File: config.mk
export PLATFORM = sky130hd
export DESIGN_NAME = branch_predictor_bht_flat
export DESIGN_NICKNAME = d
export VERILOG_FILES = /design/src/rtl/branch_predictor_bht_if.sv /design/src/rtl/branch_predictor_bht.sv /design/src/flat_wrapper.sv
export SDC_FILE = /design/constraint.sdc
export NUM_CORES = 1
export LEC_CHECK = 0
export ABC_AREA = 1
export CAP_MARGIN = 0
export CELL_PAD_IN_SITES_DETAIL_PLACEMENT = 0
export CELL_PAD_IN_SITES_GLOBAL_PLACEMENT = 1
export CORE_MARGIN = 8
export CORE_UTILIZATION = 46
export DETAILED_ROUTE_END_ITERATION = 10
export PLACE_DENSITY = 0.89
export SLEW_MARGIN = 20
export SYNTH_ARGS = -nofsm -noshare
export SYNTH_HDL_FRONTEND = slang
export SYNTH_SLANG_ARGS = --single-unit
File: constraint.sdc
create_clock -name clk -period 6.3 [get_ports clk]
set_input_delay 1.26 -clock clk [delete_from_list [all_inputs] [get_ports clk]]
set_output_delay 1.26 -clock clk [all_outputs]
set_load 0.01 [all_outputs]
File: src/rtl/branch_predictor_bht_if.sv
// Decode/execute-side signal bundle for branch_predictor_bht.
// The statistics outputs exist only when BP_STATS_EN is defined.
interface branch_predictor_bht_if #(
    parameter int PC_W  = 13,
    parameter int OFF_W = 17
);
    logic             stall;
    logic             halted;
    logic             flush;
    logic [4:0]       dec_opcode;
    logic [PC_W-1:0]  dec_pc;
    logic [OFF_W-1:0] dec_offset;
    logic [OFF_W-1:0] predicted_offset;
    logic [OFF_W-1:0] not_predicted_offset;
    logic             dec_pred_taken;
    logic             ex_valid;
    logic             ex_pred_taken;
    logic             resolve_valid;
    logic             resolve_taken;
    logic             mispredict;
`ifdef BP_STATS_EN
    logic [31:0]      stat_branches;
    logic [31:0]      stat_mispredicts;
`endif

    modport master (
        output stall, halted, flush, dec_opcode, dec_pc, dec_offset,
               resolve_valid, resolve_taken,
        input  predicted_offset, not_predicted_offset, dec_pred_taken,
               ex_valid, ex_pred_taken, mispredict
`ifdef BP_STATS_EN
      , input  stat_branches, stat_mispredicts
`endif
    );

    modport slave (
        input  stall, halted, flush, dec_opcode, dec_pc, dec_offset,
               resolve_valid, resolve_taken,
        output predicted_offset, not_predicted_offset, dec_pred_taken,
               ex_valid, ex_pred_taken, mispredict
`ifdef BP_STATS_EN
      , output stat_branches, stat_mispredicts
`endif
    );
endinterface

File: src/rtl/branch_predictor_bht.sv
// Branch history table of saturating counters with a BTFNT fallback for invalid entries.
// Define BP_STATS_EN to add the stat_branches / stat_mispredicts counters.
module branch_predictor_bht #(
    parameter int PC_W    = 13,
    parameter int OFF_W   = 17,
    parameter int ENTRIES = 64,
    parameter int CTR_W   = 2
) (
    input logic                   clk,
    input logic                   reset_low,
    branch_predictor_bht_if.slave bp
);
    localparam int               IDX_W       = $clog2(ENTRIES);
    localparam logic [4:0]       OP_BT       = 5'd23;
    localparam logic [4:0]       OP_BF       = 5'd24;
    localparam logic [4:0]       OP_JAL      = 5'd25;
    localparam logic [OFF_W-1:0] OFF_ONE     = OFF_W'(1);
    localparam logic [CTR_W-1:0] CTR_MAX     = '1;
    localparam logic [CTR_W-1:0] CTR_WEAK_T  = CTR_W'(2 ** (CTR_W - 1));
    localparam logic [CTR_W-1:0] CTR_WEAK_NT = CTR_W'(2 ** (CTR_W - 1) - 1);

    logic [ENTRIES-1:0]            valid_q;
    logic [ENTRIES-1:0][CTR_W-1:0] ctr_q;
    logic                          ex_valid_q, ex_valid_d;
    logic                          ex_pred_taken_q, ex_pred_taken_d;
    logic [IDX_W-1:0]              ex_index_q, ex_index_d;
    logic [IDX_W-1:0]              dec_index;
    logic                          is_cond, is_jal, dec_pred;
    logic                          upd_en, mispredict;
    logic [CTR_W-1:0]              ctr_cur, ctr_upd;
    logic                          unused_pc;

    assign dec_index = bp.dec_pc[IDX_W-1:0];
    assign unused_pc = ^bp.dec_pc;

    // NOTE: every signal written here gets a default first so no path can infer a latch.
    always_comb begin
        is_cond  = (bp.dec_opcode == OP_BT) || (bp.dec_opcode == OP_BF);
        is_jal   = (bp.dec_opcode == OP_JAL);
        dec_pred = 1'b0;
        if (is_jal)
            dec_pred = 1'b1;
        else if (is_cond)
            dec_pred = valid_q[dec_index] ? ctr_q[dec_index][CTR_W-1]
                                          : bp.dec_offset[OFF_W-1];
        bp.predicted_offset     = OFF_ONE;
        bp.not_predicted_offset = OFF_ONE;
        if (is_cond || is_jal) begin
            if (dec_pred) bp.predicted_offset     = bp.dec_offset;
            else          bp.not_predicted_offset = bp.dec_offset;
        end
    end

    assign bp.dec_pred_taken = dec_pred;

    // Capture priority: halted > flush > stall.
    always_comb begin
        ex_valid_d      = ex_valid_q;
        ex_pred_taken_d = ex_pred_taken_q;
        ex_index_d      = ex_index_q;
        if (!bp.halted) begin
            if (bp.flush) begin
                ex_valid_d = 1'b0;
            end else if (!bp.stall) begin
                ex_valid_d      = is_cond;
                ex_pred_taken_d = dec_pred;
                ex_index_d      = dec_index;
            end
        end
    end

    assign upd_en  = bp.resolve_valid & ex_valid_q & ~bp.halted;
    assign ctr_cur = ctr_q[ex_index_q];

    always_comb begin
        ctr_upd = ctr_cur;
        if (!valid_q[ex_index_q])
            ctr_upd = bp.resolve_taken ? CTR_WEAK_T : CTR_WEAK_NT;
        else if (bp.resolve_taken)
            ctr_upd = (ctr_cur == CTR_MAX) ? ctr_cur : ctr_cur + CTR_W'(1);
        else
            ctr_upd = (ctr_cur == '0) ? ctr_cur : ctr_cur - CTR_W'(1);
    end

    // NOTE: sequential state uses non-blocking assignments so every flop samples pre-edge values.
    always_ff @(posedge clk or negedge reset_low) begin
        if (!reset_low) begin
            ex_valid_q      <= 1'b0;
            ex_pred_taken_q <= 1'b0;
            ex_index_q      <= '0;
        end else begin
            ex_valid_q      <= ex_valid_d;
            ex_pred_taken_q <= ex_pred_taken_d;
            ex_index_q      <= ex_index_d;
        end
    end

    // NOTE: the table is flops rather than a RAM because every entry must clear on async reset.
    always_ff @(posedge clk or negedge reset_low) begin
        if (!reset_low) begin
            valid_q <= '0;
            ctr_q   <= '0;
        end else if (upd_en) begin
            valid_q[ex_index_q] <= 1'b1;
            ctr_q[ex_index_q]   <= ctr_upd;
        end
    end

    assign mispredict       = bp.resolve_valid & ex_valid_q & (bp.resolve_taken != ex_pred_taken_q);
    assign bp.mispredict    = mispredict;
    assign bp.ex_valid      = ex_valid_q;
    assign bp.ex_pred_taken = ex_pred_taken_q;

`ifdef BP_STATS_EN
    logic [31:0] stat_branches_q, stat_mispredicts_q;

    always_ff @(posedge clk or negedge reset_low) begin
        if (!reset_low) begin
            stat_branches_q    <= '0;
            stat_mispredicts_q <= '0;
        end else begin
            if (upd_en)                   stat_branches_q    <= stat_branches_q + 32'd1;
            if (mispredict && !bp.halted) stat_mispredicts_q <= stat_mispredicts_q + 32'd1;
        end
    end

    assign bp.stat_branches    = stat_branches_q;
    assign bp.stat_mispredicts = stat_mispredicts_q;
`endif
endmodule

File: src/flat_wrapper.sv
// flat-port wrapper written by rule: the top's interface ports become plain ports
module branch_predictor_bht_flat 
#(
    parameter int PC_W    = 13,
    parameter int OFF_W   = 17,
    parameter int ENTRIES = 64,
    parameter int CTR_W   = 2
)
  (clk, reset_low, bp_stall, bp_halted, bp_flush, bp_dec_opcode, bp_dec_pc, bp_dec_offset, bp_resolve_valid, bp_resolve_taken, bp_predicted_offset, bp_not_predicted_offset, bp_dec_pred_taken, bp_ex_valid, bp_ex_pred_taken, bp_mispredict);
  branch_predictor_bht_if #(.PC_W(PC_W), .OFF_W(OFF_W)) bp_i ();
  input logic clk;
  input logic reset_low;
  input wire logic [$bits(bp_i.stall)-1:0] bp_stall;
  input wire logic [$bits(bp_i.halted)-1:0] bp_halted;
  input wire logic [$bits(bp_i.flush)-1:0] bp_flush;
  input wire logic [$bits(bp_i.dec_opcode)-1:0] bp_dec_opcode;
  input wire logic [$bits(bp_i.dec_pc)-1:0] bp_dec_pc;
  input wire logic [$bits(bp_i.dec_offset)-1:0] bp_dec_offset;
  input wire logic [$bits(bp_i.resolve_valid)-1:0] bp_resolve_valid;
  input wire logic [$bits(bp_i.resolve_taken)-1:0] bp_resolve_taken;
  output wire logic [$bits(bp_i.predicted_offset)-1:0] bp_predicted_offset;
  output wire logic [$bits(bp_i.not_predicted_offset)-1:0] bp_not_predicted_offset;
  output wire logic [$bits(bp_i.dec_pred_taken)-1:0] bp_dec_pred_taken;
  output wire logic [$bits(bp_i.ex_valid)-1:0] bp_ex_valid;
  output wire logic [$bits(bp_i.ex_pred_taken)-1:0] bp_ex_pred_taken;
  output wire logic [$bits(bp_i.mispredict)-1:0] bp_mispredict;
  assign bp_i.stall = bp_stall;
  assign bp_i.halted = bp_halted;
  assign bp_i.flush = bp_flush;
  assign bp_i.dec_opcode = bp_dec_opcode;
  assign bp_i.dec_pc = bp_dec_pc;
  assign bp_i.dec_offset = bp_dec_offset;
  assign bp_i.resolve_valid = bp_resolve_valid;
  assign bp_i.resolve_taken = bp_resolve_taken;
  assign bp_predicted_offset = bp_i.predicted_offset;
  assign bp_not_predicted_offset = bp_i.not_predicted_offset;
  assign bp_dec_pred_taken = bp_i.dec_pred_taken;
  assign bp_ex_valid = bp_i.ex_valid;
  assign bp_ex_pred_taken = bp_i.ex_pred_taken;
  assign bp_mispredict = bp_i.mispredict;
  branch_predictor_bht #(.PC_W(PC_W), .OFF_W(OFF_W), .ENTRIES(ENTRIES), .CTR_W(CTR_W)) u_core (.clk(clk), .reset_low(reset_low), .bp(bp_i));
endmodule
### Word-level counts from Yosys, hierarchy flattened

Index checks and enable logic that the tools add are counted.

* $add $sub $neg: 2
* order comparisons: 3
* eq/ne operators: 6
* mux-type cells: 27
* bitwise operators: 7
* reduce and logical (&&, ||, !) cells: 6

Operators by type and width (number)
* $bwmux 128: 1
* $mux 17: 4
* $or 64x64->64: 1
* $bmux 2 s6: 2
* $mux 2: 8
* $eq 5x5->1 const B: 3
* $lt 6x7->1 const B: 2
* $bmux 1 s6: 2
* $demux 2 s6: 1
* $mux 1: 8
* $demux 1 s6: 1
* $ge 6x1->1 const B: 1
* $and 1x1->1: 3
* $not 1->1: 3
* $reduce_and 3->1: 1
* $add 2x1->2 const B: 1
* $eq 2x2->1 const B: 1
* $logic_not 2->1: 1
* $logic_or 1x1->1: 2
* $ne 2x1->1 const B: 1
* $reduce_and 2->1: 1
* $sub 2x1->2 const B: 1
* $logic_and 1x1->1: 1
* $ne 1x1->1: 1

* register bits after elaboration: 200
* bits of input ports: 42
* output and inout bits: 38
* logic and storage cells: 119

### Depth between registers and ports, before layout

Gate-level depths: netlist of the first run.

* word-level depth: 7
* depth in mapped cells: 20
* depth with buffers taken out: 17

### Least setup slack after synthesis of the first run

No wires, ideal clock.

* path type: in2out
* start: input port bp_dec_pc[1]
* end: output port bp_predicted_offset[10]
* data arrival time: 2.875 ns
* data required time: 5.040 ns
* path slack: 2.165 ns
* stages: 16
* buffers on the path: 3
* cells stage by stage: buf_2 -> inv_1 -> buf_2 -> nand3_1 -> nand3_1 -> nand2_1 -> nand2_1 -> nand3_1 -> nand3_1 -> nand2_1 -> nand2_1 -> nand3_1 -> nand2_1 -> inv_1 -> buf_6 -> nor2_1

* longest elaborated chain between the ends: 7
* elaborated cells on any way between the ends: 9
* classes of those cells: mux (9)

RTL lines
* start: declaration: line flat_wrapper.sv:17 `input wire logic [$bits(bp_i.dec_pc)-1:0] bp_dec_pc;`
* $bmux 2 s6 / $bmux 1 s6 (equally long branches): line branch_predictor_bht.sv:44 `dec_pred = valid_q[dec_index] ? ctr_q[dec_index][CTR_W-1]`
* $mux 2 (implied by the code) / $mux 1 (equally long branches): line branch_predictor_bht.sv:44
* $mux 1 (*): line branch_predictor_bht.sv:44
* $mux 1 (*): line branch_predictor_bht.sv:43 `else if (is_cond)`
* $mux 1 (*): line branch_predictor_bht.sv:41 `if (is_jal)`
* named net bp_dec_pred_taken: line flat_wrapper.sv:23 `output wire logic [$bits(bp_i.dec_pred_taken)-1:0] bp_dec_pred_taken;`
* $mux 17 (*): line branch_predictor_bht.sv:49 `if (dec_pred) bp.predicted_offset = bp.dec_offset;`
* $mux 17 (*): line branch_predictor_bht.sv:48 `if (is_cond || is_jal) begin`
* end: declaration: line flat_wrapper.sv:21 `output wire logic [$bits(bp_i.predicted_offset)-1:0] bp_predicted_offset;`

Mark *: on every way through the listed nets, which the timed path passes. The rest lies on a longest branch. The select of a mux whose other input is x is not followed.

### Worst setup path after layout of the first run

* start: input port bp_dec_pc[1]
* end: output port bp_not_predicted_offset[5]

* longest elaborated chain between the ends: 7
* elaborated cells on any way between the ends: 9
* classes of those cells: mux (9)

RTL lines
* $bmux 2 s6 / $bmux 1 s6 (equally long branches): line branch_predictor_bht.sv:44
* $mux 2 (implied by the code) / $mux 1 (equally long branches): line branch_predictor_bht.sv:44
* $mux 1 (*): line branch_predictor_bht.sv:44
* $mux 1 (*): line branch_predictor_bht.sv:43
* $mux 1 (*): line branch_predictor_bht.sv:41
* $mux 17 (*): line branch_predictor_bht.sv:49
* $mux 17 (*): line branch_predictor_bht.sv:48
* end: declaration: line flat_wrapper.sv:22 `output wire logic [$bits(bp_i.not_predicted_offset)-1:0] bp_not_predicted_offset;`

Every way passes the cells marked *; elsewhere a longest branch is shown, timed or not. The select of a mux whose other input is x is not followed.

==> results of run 1 <==
==> routing by layer <==
metal	track usage, %	up-vias	wire length, um
li1	-	5650	-
met1	35.0	5538	17100
met2	39.9	461	17700
met3	3.85	64	3000
met4	8.62	0	1060
met5	0	-	0
==> kinds of logic (layout without fill, tap and decap cells) <==
group                  count (synthesis)  after routing  share of synthesized area, %
buffers and inverters                257            283                          9.68
flip-flops                           200            200                          42.2
AND/OR/NAND/NOR                     1256           1256                          42.8
AO/OA/AOI/OAI                        116            116                          5.33
==> final timing paths <==
kind | depth (start not counted) | startpoint | to | slack [ps]
min in group asynchronous | 1 | reset_low | u_core.ctr_q[52]$_DFFE_PN0P_ | 940
max in group asynchronous | 2 | reset_low | u_core.ctr_q[19]$_DFFE_PN0P_ | 4040
setup reg to reg | 18 | u_core.ex_index_q[0]$_DFFE_PN0P_ | u_core.ctr_q[45]$_DFFE_PN0P_ | 2460
setup / recovery | 16 | bp_dec_pc[1] | bp_not_predicted_offset[5] | 500
hold reg to reg | 2 | u_core.ctr_q[34]$_DFFE_PN0P_ | u_core.ctr_q[34]$_DFFE_PN0P_ | 480
hold / removal | 2 | u_core.ctr_q[34]$_DFFE_PN0P_ | u_core.ctr_q[34]$_DFFE_PN0P_ | 480
==> cell usage in the layout (no fill, tap or decap), types with 2 or more instances in the layout <==
cell             count
nand2_1            924
dfrtp_1            198
nand3_1            178
inv_1              154
nor2_1              80
clkdlybuf4s50_1     70
nor3_1              50
o21ai_0             44
a21oi_1             33
o21ai_1             19
clkbuf_16           17
o21bai_1            16
or2_2               14
buf_4               13
clkinv_1             5
or2_1                5
inv_2                3
o31ai_1              3
clkinvlp_4           3
clkinv_4             3
clkbuf_8             3
buf_12               3
nand2_4              2
clkbuf_1             2
inv_6                2
==> power breakdown <==
part	total, W	internal (W)	switching [W]
Sequential	0.00132	0.00130	0.0000232
Clock	0.00111	0.000574	0.000532
Combinational	0.000631	0.000133	0.000499
Total	0.00306	0.00201	0.00105
==> cell type report <==
cell class,count,area [um2]
inverter,162,608
clock inverter,11,113
tap,330,413
multi-input combinational,1372,5710
timing repair buffer,89,888
sequential,200,5010
fill,2558,12100
clock buffer,21,460
==> per-stage QoR <==
stage,instances,utilization [%],power [W]
2_1_floorplan,1829,-,0.00174
3_3_place_gp,2153,50.0,0.00197
3_5_place_dp,2153,50.0,0.00197
4_1_cts,2185,52.3,0.00307
5_1_grt,2185,52.3,0.00318
6_report,2185,52.3,0.00306
==> state kept, by name (all words and copies together) (netlist names) <==
signal	cells
u_core.bp.ex_valid	1
u_core.valid_q	64
u_core.bp.ex_pred_taken	1
u_core.ex_index_q	6
u_core.ctr_q	128
==> worst reg2reg max path: cells and delay by family (launching register included) <==
kind	cells	cell delay, ps
and+or+nand+nor	15	1910
DFF	1	640
buffers and inverters	3	1210
==> reports/metrics.cfg, run 1 <==
[placement]
dpl_cell_area_mm2=0.0126
pre_cts_ws_ps=550
gp_congestion=0.845
hpwl_um=23100
io_buffer_count=72

[floorplanning]
die_x_um=177
start_util_pct=46.9
num_rows=58
core-area_mm2=0.0253
pin_count=80
die_area_mm2=0.0312
die_h_um=177

[synth]
yosys_warnings=0
yosys_register_bits=200
synthTopCellsByArea=dfrtp_1 (42%), nand2_1 (29%), nand3_1 (7.5%)
async_reset_ff_share_pct=100
yosys.area.top_type_share_pct=42.2
netlist_area_mm2=0.0119
synth.distinct_cells=26
syn_nets=1871
ys_seq_area_share_pct=42.2
synth_edf_count=0
netlist_top_cells_count=nand2_1 (924), dfrtp_1 (200), nand3_1 (178)
netlist_instances=1829
syn_area_per_cell_um2=6.48
synthFlopType=dfrtp_1
yosysTopAreaCell=dfrtp_1
yosysMostFrequentCell=nand2_1

[clocking]
clkSinkCount=200
cts-root-buf=clkbuf_16
postCtsSetupBuffers=0
clock_latency_ps=450
clock_path_buffers=2
cts-buffers-inserted=17
cts_htree_levels=4
tritoncts=yes
cts_hold_buf=0
cts_resized=0
path_clk_slew_ps=80

[worst_setup_path]
worst_ep_required_time_ps=5040
cp_slowest_cell=clkdlybuf4s50_1
crit_type=input pin to output port
crit_family=simple AND/OR/NAND/NOR gates
cp_slowest_stage_delay_ps=580
crit_chain=clkdlybuf4s50_1 -> inv_1 -> buf_4 -> nand3_1 -> nand3_1 -> nand2_1 -> nand2_1 -> nand3_1 -> nand2_1 -> nand2_1 -> nand2_1 -> nand2_1 -> nand3_1 -> nand3_1 -> nor2_1 -> clkdlybuf4s50_1
arrival_ps=4540
critPathMaxFanout=32
endpoint_kind=output port
cp.buffers_inverters=4
crit_top_cell=nand2_1
worstSetupStartpointType=input pin

[global_routing]
grt_util_all_layers_pct=25.3
grt_max_degree=117
gr-total-overflow=0
grt_pass1_vias=11000
grt_pass1_wl_um=62100
grt_antenna_before_repair=0

[sta]
fin_hold_ws_ps=483
fmax_mhz=172
worst_pin_slew_ps=1140
finalCritPeriodShare_pct=92.1
maxSlewHeadroom_pct=24.1
finalMaxSlewViolations=0
min_period_ps=5800
setup_viol=0
fin_ws_ps=496
totalNegativeSetupSlack_ps=0
worst_clock_skew_ps=21.7
grt_setup_unrepaired=false
final-hold-violation-count=0

[layout]
post-route-cell-area_mm2=0.0132
drive_gt1_share_pct=3.88
diodes=0
finalNetCount=1884
area_growth_pct=11.4

[route]
drc=0
vias=11700
wl_per_cell_um=17.8
avgViaCountPerCell=5.36
drtIter0Drc=1230
first_pass_iters=6
final_antenna_net_count=0
wirelength_um=38900

[hold_path]
holdCritPathClass=flop to flop

[power_and_ir_drop]
powerDensity_mw_per_mm2=232
peakVddDrop_uv=254
leakage_nw=6.76

[job]
maxCapViolations=0

[outcome]
status=finished clean

Note: power is estimated with default switching activity, not from simulation.
==> run 2: changes to the inputs <==
- CORE_MARGIN: 8 -> not set
- PLACE_DENSITY: 0.89 -> not set
- PLACE_DENSITY_LB_ADDON: not set -> 0.1
- SKIP_LAST_GASP: not set -> 1
==> run 2 against run 1 <==
Effect of this change: utilization rose by 0.17 points; sequential share of layout area decreased by 0.12 points; clock power grew 5%; register-to-register slack got worse by 320 ps; non-clock buffer count grew 2; cell count barely moved; critical endpoint is now bp_not_predicted_offset[9]; highest routed layer unchanged.
==> reports/metrics.cfg, run 2 (synthesis results as in run 1) <==
[outcome]
status=finished clean

[worst_setup_path]
arrival_ps=4630
critPathMaxFanout=16
worst_ep_required_time_ps=5040
worstSetupStartpointType=input pin
crit_type=input pin to output port
endpoint_kind=output port

[floorplanning]
die_area_mm2=0.0264
pin_count=80
die_h_um=163
core-area_mm2=0.0253
start_util_pct=46.9
die_x_um=163
num_rows=58

[route]
first_pass_iters=6
final_antenna_net_count=0
wirelength_um=38900
avgViaCountPerCell=5.29
drc=0
vias=11600
drtIter0Drc=1146
wl_per_cell_um=17.8

[layout]
final_common_cell=nand2_1
drive_gt1_share_pct=4.09
mostFrequentLayoutCells=nand2_1 (924), dfrtp_1 (198), nand3_1 (178)
area_growth_pct=11.8
reg_top3=u_core.ctr_q (128), u_core.valid_q (64), u_core.ex_index_q (6)
largest_reg_flops=128
finalNetCount=1886
diodes=0
post-route-cell-area_mm2=0.0132
regMostFlops=u_core.ctr_q
nFillCells=2639

[clocking]
cts_resized=0
clock_path_buffers=2
clkSinkCount=200
tritoncts=yes
postCtsSetupBuffers=0
clock_latency_ps=460
cts_htree_levels=4
cts_hold_buf=0
cts-root-buf=clkbuf_16
cts-buffers-inserted=17
path_clk_slew_ps=80

[global_routing]
grt_pass1_wl_um=60900
gr-total-overflow=0
grt_pass1_vias=10700
grt_max_degree=95
grt_antenna_before_repair=0
grt_util_all_layers_pct=30.4

[power_and_ir_drop]
p_sw_w=0.00112
power.share.combinational_pct=19.6
leakage_nw=6.79
intPower_w=0.00201
powerDensity_mw_per_mm2=236
peakVddDrop_uv=153
pwr-share-clk_pct=37.6
power.total_w=0.00312
seqPwrFrac_pct=42.8
swShare_pct=35.8

[placement]
hpwl_um=23400
io_buffer_count=72
dpl_cell_area_mm2=0.0126
gp_congestion=0.880

[job]
maxCapViolations=0

[sta]
finalCritPeriodShare_pct=93.6
fmax_mhz=170
totalNegativeSetupSlack_ps=0
min_period_ps=5890
final-hold-violation-count=0
finalMaxSlewViolations=0
worst_clock_skew_ps=20.9
worst_pin_slew_ps=933
setup_viol=0
grt_setup_unrepaired=false
maxSlewHeadroom_pct=37.8

[hold_path]
holdCritPathClass=flop to flop

[run 2: cell types whose count changed in the layout (fill, tap and decap cells not counted), sizes merged]
cell and change:
buf +2, clkbuf -4, inv +6, clkinvlp -3, clkinv +1
[run 2: final timing paths]
check                                              endpoint                             start  cells past startpoint  slack, ps
max                              bp_not_predicted_offset[9]                      bp_dec_pc[2]                     15        410
min                             u_core.ctr_q[4]$_DFFE_PN0P_       u_core.ctr_q[4]$_DFFE_PN0P_                      2        480
max reg2reg                   u_core.ctr_q[110]$_DFFE_PN0P_  u_core.ex_index_q[0]$_DFFE_PN0P_                     17       2140
min reg2reg                     u_core.ctr_q[4]$_DFFE_PN0P_       u_core.ctr_q[4]$_DFFE_PN0P_                      2        480
max in group asynchronous  u_core.ex_index_q[0]$_DFFE_PN0P_                         reset_low                      2       4120
min in group asynchronous     u_core.ctr_q[120]$_DFFE_PN0P_                         reset_low                      1        870
[run 2: critical path: stages]
cell and delay (ps):
clkdlybuf4s50_1 560, clkinv_1 370, buf_4 340, nand3_1 110, nand2_1 100, nand2_1 80
nand3_1 110, nand2_1 90, nand2_1 50, nand2_1 90, nand2_1 70, nand3_1 120
nand3_1 460, nor2_1 250, clkdlybuf4s50_1 570
[run 2: area by class of cell]
cell class / count / area [um2] / area share (%)
well taps: 330 / 413 / 3.12
repair buffers: 91 / 887 / 6.70
flip-flops and latches: 200 / 5010 / 37.8
multi-input cells: 1372 / 5710 / 43.1
clock buffers: 17 / 425 / 3.21
inverters: 162 / 608 / 4.59
clock inverters: 15 / 191 / 1.45
[run 2: power groups by stage]
stage	logic (W)	registers (W)	clock network, W
2_1_floorplan	0.000411	0.00133	0
3_3_place_gp	0.000609	0.00136	0
3_5_place_dp	0.000606	0.00136	0
4_1_cts	0.000609	0.00134	0.00119
5_1_grt	0.000663	0.00134	0.00123
6_report	0.000611	0.00134	0.00117
[run 2: stage by stage]
step	std cells	util (%)	worst slack, ps	hold WS (ps)
after floorplan	1829	-	2160	444
after global placement	2155	50.0	382	458
after detailed placement	2155	50.0	351	463
after CTS	2187	52.4	348	483
after global routing	2187	52.4	216	496
final	2187	52.4	406	480
[run 2: metal layers]
metal | up-vias | track usage [%] | share of wire [%]
met4 | 0 | 8.15 | 2.0
li1 | 5660 | - | -
met5 | - | 0 | 0
met3 | 49 | 3.97 | 6.2
met2 | 374 | 50.3 | 47
met1 | 5488 | 41.6 | 45
==> edit (settings of run 2) <==
`OFF_W` is set to 17 in 3 places; all go to 13.
--- a/src/rtl/branch_predictor_bht_if.sv
+++ b/src/rtl/branch_predictor_bht_if.sv
@@ -2,7 +2,7 @@
 // The statistics outputs exist only when BP_STATS_EN is defined.
 interface branch_predictor_bht_if #(
     parameter int PC_W  = 13,
-    parameter int OFF_W = 17
+    parameter int OFF_W = 13
 );
     logic             stall;
     logic             halted;
--- a/src/rtl/branch_predictor_bht.sv
+++ b/src/rtl/branch_predictor_bht.sv
@@ -2,7 +2,7 @@
 // Define BP_STATS_EN to add the stat_branches / stat_mispredicts counters.
 module branch_predictor_bht #(
     parameter int PC_W    = 13,
-    parameter int OFF_W   = 17,
+    parameter int OFF_W   = 13,
     parameter int ENTRIES = 64,
     parameter int CTR_W   = 2
 ) (
--- a/src/flat_wrapper.sv
+++ b/src/flat_wrapper.sv
@@ -2,7 +2,7 @@
 module branch_predictor_bht_flat 
 #(
     parameter int PC_W    = 13,
-    parameter int OFF_W   = 17,
+    parameter int OFF_W   = 13,
     parameter int ENTRIES = 64,
     parameter int CTR_W   = 2
 )
Ports: changed (resized bp_dec_offset, bp_not_predicted_offset and bp_predicted_offset); port bits go from 80 to 68. No check against the original RTL was run, so the function may have changed too.
==> edit against run 2 <==
Critical path depth up 1. Setup slack better by 350 ps. Power up 0.91%. Sequential cell count unchanged. Largest cell class unchanged. Critical path type unchanged. Utilization down 0.53 points. Final area down 1.3%. Area after synthesis down 0.14%. Wire length up 1.3%. Critical endpoint is now bp_not_predicted_offset[8]. Largest power group unchanged. First-iteration DRC count up 9.8%.
==> edit: results <==
placement:
  hpwl_um: 23600
  placedCellCount: 2129
  pre_cts_ws_ps: 783
  port_buffers: 60
  post_dp_cell_area_um2: 12400
  gp_congestion: 0.921
cells_and_area:
  drive_gt1_frac: 0.0421
  fillers: 2561
  stdcell_count: 2161
synthesis:
  yosys-top-cells-count: "923 x nand2_1, 200 x dfrtp_1, 179 x nand3_1, 148 x inv_1, 72 x nor2_1"
  yosysSeqAreaShare: 0.423
  syn_nets: 1855
  synth_area_leaders: "dfrtp_1 42%, nand2_1 29%, nand3_1 7.6%"
  netlist_instances: 1817
power:
  irDropWorstVdd_uv: 192
  comb_power_mw: 0.623
  total_leakage_power_nw: 6.69
  pwr_density_cell_nw_per_um2: 241
  p_switching_mw: 1.12
critical_path:
  r2r-end: "u_core.ctr_q[62]"
  ff2ff_path_depth: 14
  r2r_setup_slack_ps: 2340
  critPathCapture: "bp_not_predicted_offset[8]"
global_routing:
  grt_pass1_vias: 10900
  grt_start_max_net_pins: 101
  grt_pass1_wl_um: 61600
route:
  routed_wl_um: 39400
  num_vias: 11600
sta:
  fmax_mhz: 180
  finClkSkew_ps: 20.1
status:
  status: "complete, no violations"
-- edit: area by class of cell --
| class | count | area, um2 | area share |
|---|---|---|---|
| Multi-Input combinational cell | 1365 | 5690 | 0.435 |
| Sequential cell | 200 | 5010 | 0.383 |
| Timing Repair Buffer | 77 | 739 | 0.0566 |
| Inverter | 157 | 589 | 0.0451 |
| Clock buffer | 17 | 425 | 0.0325 |
| Tap cell | 330 | 413 | 0.0316 |
| Clock inverter | 15 | 209 | 0.0160 |
-- edit: worst max-delay path, stage by stage --
cell and delay [ps]:
clkdlybuf4s50_1 440, inv_1 60, buf_4 440, nand3_1 140
nand3_1 170, nand2_1 140, nand2_1 90, nand3_1 90
nand2_1 70, nand2_1 50, nand2_1 60, nand2_1 70
nand3_1 120, nand3_1 320, nor2_1 180, clkdlybuf4s50_1 560
-- edit: layer usage --
layer | GRT usage | share of wire
met3 | 0.0491 | 0.076
met5 | 0 | 0
met1 | 0.428 | 0.45
met4 | 0.119 | 0.033
met2 | 0.484 | 0.44
-- edit: logic make-up after synthesis --
| group | share of synthesized area |
|---|---|
| AO/OA/AOI/OAI | 0.0534 |
| flip-flops | 0.423 |
| AND/OR/NAND/NOR | 0.427 |
| buffers and inverters | 0.0971 |
-- edit: worst min path at each step --
| stage | start | to | slack (ps) |
|---|---|---|---|
| 2_1_floorplan | u_core.valid_q[44] | u_core.valid_q[44] | 440 |
| 3_3_place_gp | u_core.valid_q[49] | u_core.valid_q[49] | 460 |
| 3_5_place_dp | u_core.valid_q[17] | u_core.valid_q[17] | 460 |
| 4_1_cts | u_core.valid_q[41] | u_core.valid_q[41] | 480 |
| 5_1_grt | u_core.ctr_q[54] | u_core.ctr_q[54] | 500 |
| 6_report | u_core.valid_q[51] | u_core.valid_q[51] | 480 |
